===== config.mk =====
export PLATFORM = sky130hd
export DESIGN_NAME = channel_transmitter
export DESIGN_NICKNAME = d
export VERILOG_FILES = /design/src/rtl/txrx_pkg.sv /design/src/rtl/tx_lfsr_noise.sv /design/src/rtl/channel_transmitter.sv
export SDC_FILE = /design/constraint.sdc
export NUM_CORES = 1
export LEC_CHECK = 0
export ABC_AREA = 1
export ABC_CLOCK_PERIOD_IN_PS = 2600
export CAP_MARGIN = 20
export CORE_MARGIN = 4
export CORE_UTILIZATION = 46
export CTS_CLUSTER_SIZE = 10
export DETAILED_ROUTE_END_ITERATION = 10
export PLACE_DENSITY = 0.71
export REMOVE_ABC_BUFFERS = 1
export SLEW_MARGIN = 20
export SYNTH_ARGS = -nofsm -noshare
export SYNTH_HDL_FRONTEND = slang
export SYNTH_SLANG_ARGS = --single-unit

===== constraint.sdc =====
create_clock -name CLK -period 2.6 [get_ports CLK]
set_clock_uncertainty 0.2 [all_clocks]
set_input_delay 0.26 -clock CLK [delete_from_list [all_inputs] [get_ports CLK]]
set_output_delay 0.26 -clock CLK [all_outputs]
set_load 0.005 [all_outputs]

===== src/rtl/txrx_pkg.sv =====
// Shared definitions for the attenuated-channel link (transmitter and receiver).
// Holds the attenuation code set, the sample widths, the transmitter state
// encoding and the code-to-shift decode that both ends must agree on.
package txrx_pkg;

   // Legal attenuation codes
   localparam logic [4:0] ATTEN_2  = 5'd2;
   localparam logic [4:0] ATTEN_4  = 5'd4;
   localparam logic [4:0] ATTEN_8  = 5'd8;
   localparam logic [4:0] ATTEN_16 = 5'd16;

   // Input sample width and channel sample width (input width plus max shift)
   localparam int SIG_IN_W = 18;
   localparam int SIG_CH_W = 21;

   typedef enum logic [1:0] {
      TX_IDLE  = 2'd0,
      TX_FLUSH = 2'd1,
      TX_DATA  = 2'd2
   } tx_state_t;

   typedef struct packed {
      logic       legal;
      logic [1:0] shift;
   } atten_info_t;

   // Code 2/4/8/16 maps to a left shift of 0/1/2/3 (i.e. log2(code) - 1).
   // Any other code is flagged illegal and reports a shift of 0.
   function automatic atten_info_t atten_decode(input logic [4:0] code);
      atten_info_t info;
      info.legal = 1'b1;
      info.shift = 2'd0;
      case (code)
         ATTEN_2:  info.shift = 2'd0;
         ATTEN_4:  info.shift = 2'd1;
         ATTEN_8:  info.shift = 2'd2;
         ATTEN_16: info.shift = 2'd3;
         default:  info.legal = 1'b0;
      endcase
      return info;
   endfunction

endpackage


===== src/rtl/tx_lfsr_noise.sv =====
// Noise source for the channel transmitter: 16-bit Fibonacci LFSR
// (taps 16,14,13,11) whose low nibble is sign-extended to channel width.
// Only instantiated when CHANNEL_TX_NOISE_EN is defined.
module tx_lfsr_noise
   import txrx_pkg::*;
(
   input  logic                CLK,
   input  logic                RESET,
   input  logic                i_advance,
   output logic [SIG_CH_W-1:0] o_noise
);

   localparam logic [15:0] LFSR_SEED = 16'hACE1;

   logic [15:0] r_lfsr;
   logic        w_feedback;

   assign w_feedback = r_lfsr[15] ^ r_lfsr[13] ^ r_lfsr[12] ^ r_lfsr[10];

   // Step the LFSR once for every sample leaving the scale stage
   always_ff @(posedge CLK) begin
      if (RESET) begin
         r_lfsr <= LFSR_SEED;
      end else if (i_advance) begin
         r_lfsr <= {r_lfsr[14:0], w_feedback};
      end
   end

   assign o_noise = {{(SIG_CH_W-4){r_lfsr[3]}}, r_lfsr[3:0]};

endmodule


===== src/rtl/channel_transmitter.sv =====
// Transmit end of the attenuated-channel link.
// Each frame: FLUSH_LEN zero samples, then FRAME_LEN data slots. Every sample
// is pre-scaled by ATTEN/2 (left shift 0..3) so the receiver's fixed bit
// slice recovers it. Two-stage pipeline: capture, then scale.
// Optional build macro: CHANNEL_TX_NOISE_EN adds saturated LFSR noise to
// data samples (flush samples stay exactly zero).
module channel_transmitter
   import txrx_pkg::*;
#(
   parameter int FLUSH_LEN = 32,
   parameter int FRAME_LEN = 256,
   parameter int CNT_W     = 9
)(
   input  logic                CLK,
   input  logic                RESET,
   input  logic                SAMPLE_EN,
   input  logic                START,
   input  logic [4:0]          ATTEN_SEL,
   input  logic [SIG_IN_W-1:0] DATA_IN,
   input  logic                DATA_VALID,
   output logic                DATA_READY,
   output logic [SIG_CH_W-1:0] SIGNAL_OUT,
   output logic [4:0]          ATTEN_OUT,
   output logic                OUT_VALID,
   output logic                BUSY,
   output logic                ATTEN_ERR,
   output logic                UNDERRUN
);

   localparam logic [CNT_W-1:0] FLUSH_LAST = CNT_W'(FLUSH_LEN - 1);
   localparam logic [CNT_W-1:0] FRAME_LAST = CNT_W'(FRAME_LEN - 1);

   tx_state_t           r_state;
   logic [CNT_W-1:0]    r_cnt;
   logic [4:0]          r_atten_q;
   logic [1:0]          r_shift;
   logic                r_atten_err;
   logic                r_underrun;

   logic                r_s1_valid;
   logic [SIG_IN_W-1:0] r_s1_data;
   logic                r_s2_valid;
   logic [SIG_CH_W-1:0] r_signal;
   logic [4:0]          r_atten_out;

   atten_info_t         w_info;
   logic                w_slot;
   logic                w_xfer;
   logic [SIG_CH_W-1:0] w_scaled;
   logic [SIG_CH_W-1:0] w_final;

   assign w_info     = atten_decode(ATTEN_SEL);
   assign DATA_READY = (r_state == TX_DATA) && SAMPLE_EN;
   assign w_xfer     = DATA_READY && DATA_VALID;
   assign w_slot     = SAMPLE_EN && (r_state != TX_IDLE);

   // Frame sequencing: IDLE -> FLUSH -> DATA -> IDLE, plus error/underrun flags
   always_ff @(posedge CLK) begin
      if (RESET) begin
         r_state     <= TX_IDLE;
         r_cnt       <= '0;
         r_atten_q   <= '0;
         r_shift     <= '0;
         r_atten_err <= 1'b0;
         r_underrun  <= 1'b0;
      end else begin
         r_atten_err <= 1'b0;
         case (r_state)
            TX_IDLE: begin
               if (START) begin
                  r_atten_q <= ATTEN_SEL;
                  r_shift   <= w_info.shift;
                  if (w_info.legal) begin
                     r_state    <= TX_FLUSH;
                     r_cnt      <= '0;
                     r_underrun <= 1'b0;
                  end else begin
                     r_atten_err <= 1'b1;
                  end
               end
            end
            TX_FLUSH: begin
               if (SAMPLE_EN) begin
                  if (r_cnt == FLUSH_LAST) begin
                     r_state <= TX_DATA;
                     r_cnt   <= '0;
                  end else begin
                     r_cnt <= r_cnt + CNT_W'(1);
                  end
               end
            end
            TX_DATA: begin
               if (SAMPLE_EN) begin
                  if (!DATA_VALID) begin
                     r_underrun <= 1'b1;
                  end
                  if (r_cnt == FRAME_LAST) begin
                     r_state <= TX_IDLE;
                     r_cnt   <= '0;
                  end else begin
                     r_cnt <= r_cnt + CNT_W'(1);
                  end
               end
            end
            default: r_state <= TX_IDLE;
         endcase
      end
   end

`ifdef CHANNEL_TX_NOISE_EN
   logic                r_s1_is_data;
   logic [SIG_CH_W-1:0] w_noise;
   logic [SIG_CH_W:0]   w_sum;

   tx_lfsr_noise u_noise (
      .CLK       (CLK),
      .RESET     (RESET),
      .i_advance (r_s1_valid),
      .o_noise   (w_noise)
   );

   // Remember whether the captured sample carries real data (noise target)
   always_ff @(posedge CLK) begin
      if (RESET) begin
         r_s1_is_data <= 1'b0;
      end else if (w_slot) begin
         r_s1_is_data <= w_xfer;
      end
   end

   // One extra bit of headroom, then clamp back into the signed channel range
   assign w_sum = {w_scaled[SIG_CH_W-1], w_scaled}
                + (r_s1_is_data ? {w_noise[SIG_CH_W-1], w_noise} : '0);
   assign w_final = (w_sum[SIG_CH_W] != w_sum[SIG_CH_W-1])
                  ? (w_sum[SIG_CH_W] ? {1'b1, {(SIG_CH_W-1){1'b0}}}
                                     : {1'b0, {(SIG_CH_W-1){1'b1}}})
                  : w_sum[SIG_CH_W-1:0];
`else
   assign w_final = w_scaled;
`endif

   // Capture stage: flush slots and underrun slots enter as zero
   always_ff @(posedge CLK) begin
      if (RESET) begin
         r_s1_valid <= 1'b0;
         r_s1_data  <= '0;
      end else begin
         r_s1_valid <= w_slot;
         if (w_slot) begin
            r_s1_data <= w_xfer ? DATA_IN : '0;
         end
      end
   end

   assign w_scaled = {{(SIG_CH_W-SIG_IN_W){r_s1_data[SIG_IN_W-1]}}, r_s1_data} << r_shift;

   // Scale stage: register the shifted sample and its code; return to zero when idle
   always_ff @(posedge CLK) begin
      if (RESET) begin
         r_s2_valid  <= 1'b0;
         r_signal    <= '0;
         r_atten_out <= '0;
      end else begin
         r_s2_valid <= r_s1_valid;
         if (r_s1_valid) begin
            r_signal    <= w_final;
            r_atten_out <= r_atten_q;
         end else if ((r_state == TX_IDLE) && !r_s2_valid) begin
            r_signal <= '0;
         end
      end
   end

   assign SIGNAL_OUT = r_signal;
   assign ATTEN_OUT  = r_atten_out;
   assign OUT_VALID  = r_s2_valid;
   assign ATTEN_ERR  = r_atten_err;
   assign UNDERRUN   = r_underrun;
   assign BUSY       = (r_state != TX_IDLE) || r_s1_valid || r_s2_valid;

endmodule


==> flow_metrics.py <==
metrics = {
    "floorplanning": {
        "num_io_pins": 59,
        "num_rows": 30,
        "core_sq_um": 6910,
        "fp.dieW_um": 93.2,
        "start_util_pct": 48.4,
        "die_h_um": 93.2,
        "die_area_sq_um": 8690,
    },
    "grt": {
        "antenna_found_initial": 0,
        "grt_max_degree": 37,
        "grt_pass1_wl_um": 13500,
        "grt_pass1_vias": 2979,
        "grt.overflow.total": 0,
        "grtUsageTotal_pct": 19.1,
    },
    "timing": {
        "slew_headroom_pct": 58.6,
        "whs_ns": 0.277,
        "hold_viol_final": 0,
        "rsz0062_at_grt": "false",
        "worst_pin_slew_ns": 0.620,
        "finalCriticalPeriod_ns": 2.33,
        "setup_ws_ns": 0.270,
        "finalSetupViolCount": 0,
        "fin_crit_sh_pct": 89.6,
        "report.final.slew_viol_count": 0,
        "tns_ns": 0,
        "fmax_ghz": 0.429,
    },
    "logic_synthesis": {
        "yosysTopAreaCell": "dfxtp_1",
        "synth_fa_ha_area_share_pct": 3.37,
        "syn_avg_cell_area_sq_um": 6.87,
        "syn_inst": 486,
        "synth_top_family_by_area": "simple AND/OR/NAND/NOR gates",
        "synthesis.area_sq_um": 3340,
        "synthXorXnorAreaFrac_pct": 0,
        "synth_cell_types": 33,
        "yosys.area_share.simple_pct": 29.4,
        "ys.flop_type": "dfxtp_1",
        "synthMuxAreaShare_pct": 0,
        "ys_seq_area_share_pct": 39.6,
        "synthArstFlopShare_pct": 0,
        "synth_compound_area_share_pct": 16.5,
        "yosys_warnings": 0,
        "synth_edf_count": 0,
        "ys_ff_latch": 66,
        "synthDominantCellAreaShare_pct": 39.6,
        "ys_top_cells_by_count": "nand2_1, dfxtp_1, inv_1",
        "synth_area_leaders": "dfxtp_1, nand2_1, o21ai_0",
        "synth_most_common_cell": "nand2_1",
    },
    "worst_setup_path": {
        "cp.required_ns": 2.14,
        "crit_path_end_kind": "output port",
        "crit_fanout": 6,
        "cp_data_arrival_time_ns": 1.87,
        "criticalPathCategory": "reg -> out",
        "start_kind": "flip-flop",
    },
    "clock_network": {
        "path_clk_slew_ns": 0.07,
        "cts_buffers": 9,
        "numClockSinks": 66,
        "htreeDepth": 3,
        "post_cts_resized": 0,
        "postCtsHoldBufs": 0,
        "cts_tree": "yes",
        "cts_buffer_depth": 2,
        "insertion_delay_ns": 0.33,
        "cts_root_buf": "clkbuf_8",
        "cts_setup_buffers": 0,
    },
    "final_layout": {
        "layout.area.seq_sq_um": 1320,
        "utilization_pct": 59.8,
        "antenna_cells": 0,
        "fill_cells": 697,
        "multiInputGateArea_sq_um": 1650,
        "drive_gt1_share_pct": 8.09,
        "syn_to_final_growth_pct": 23.7,
        "final_nets": 576,
    },
    "worst_hold_path": {
        "min-delay-path-class": "in -> reg",
    },
    "job": {
        "cap_viol_max_count": 0,
    },
    "routing": {
        "vias_per_cell": 4.93,
        "vias": 3157,
        "drtIter0Drc": 100,
        "drc": 0,
        "ant_nets": 0,
        "drt-pass1-iter-count": 4,
        "wl_um": 7660,
        "avgRoutedWirePerCell_um": 12.0,
    },
    "power": {
        "p_leak_nw": 1.76,
        "powerDensity_nw_per_um2": 853,
        "ir_drop_uv": 405,
        "power_mw": 3.52,
    },
    "place": {
        "preCtsSetupSlack_ns": 0.428,
        "dp_hpwl_um": 5820,
        "port-buffer-count": 58,
        "gp_congestion": 0.890,
    },
    "status": {
        "outcome": "finished, final reports clean",
    },
}
-- power breakdown --
part,internal (mW),leakage (nW),total [mW],switching (mW)
Clock,0.367,0.0851,0.754,0.387
Combinational,0.514,1.14,1.44,0.926
Sequential,1.20,0.537,1.33,0.133
Total,2.08,1.76,3.52,1.45
-- critical path, stage by stage (launching register included) --
cell	delay, ns
dfxtp_1	0.43
inv_1	0.11
ha_2	0.27
inv_2	0.12
nor2_1	0.05
nand2_1	0.06
clkdlybuf4s50_1	0.50
-- metal layers --
layer	track usage (%)	vias to the layer above	wire length, um	part of all wire [%]
met4	6.23	0	113	1.5
met2	31.2	63	3520	46
met3	3.54	11	303	4.0
li1	-	1654	-	-
met1	25.3	1429	3720	49
met5	0	-	0	0
-- flip-flops by register name, indices dropped and copies added (netlist names), 2 cells and up --
signal	count
r_cnt	9
SIGNAL_OUT	21
r_shift	2
r_s1_data	18
ATTEN_OUT	5
r_state	2
r_atten_q	5
-- metrics by stage --
| stage | instance area [sq um] | instances |
|---|---|---|
| 2_1_floorplan | 3220 | 465 |
| 3_3_place_gp | 3960 | 624 |
| 3_5_place_dp | 3960 | 624 |
| 4_1_cts | 4130 | 640 |
| 5_1_grt | 4130 | 640 |
| 6_report | 4130 | 640 |
-- cell families after synthesis --
logic type,after synthesis
adders and majority gates,9
and+or+nand+nor,224
DFF,66
AOI/OAI and AO/OA,99
buffers and inverters,88
-- area by class of cell --
type	instances	share of cell area, %
multi-input cells	332	39.9
flip-flops and latches	66	32.0
repair buffers	63	15.0
inverters	67	6.09
clock buffers	11	3.42
well taps	96	2.91
clock inverters	5	0.727
-- placed cells by master, fill, tap and decap left out, drive strengths merged, types with 5 or more instances in the layout --
cell,netlist,final
dfxtp,66,66
o21ai,52,52
nor2,53,53
a21oi,30,30
clkbuf,4,11
nand3,24,24
clkdlybuf4s50,0,58
ha,9,9
nand4,5,5
buf,17,5
o211ai,8,8
nand2,136,136
inv,67,67
-- path summary, 6_finish.rpt --
| check | startpoint | to | slack, ns | cells after the start |
|---|---|---|---|---|
| hold reg to reg | SIGNAL_OUT[19] | SIGNAL_OUT[19] | 0.28 | 2 |
| setup / recovery | r_state[0] | BUSY | 0.27 | 6 |
| setup reg to reg | r_cnt[0] | r_cnt[1] | 0.40 | 15 |
| hold / removal | DATA_IN[5] | r_s1_data[5] | 0.28 | 3 |
No activity file was read; power rests on OpenSTA's default activity.
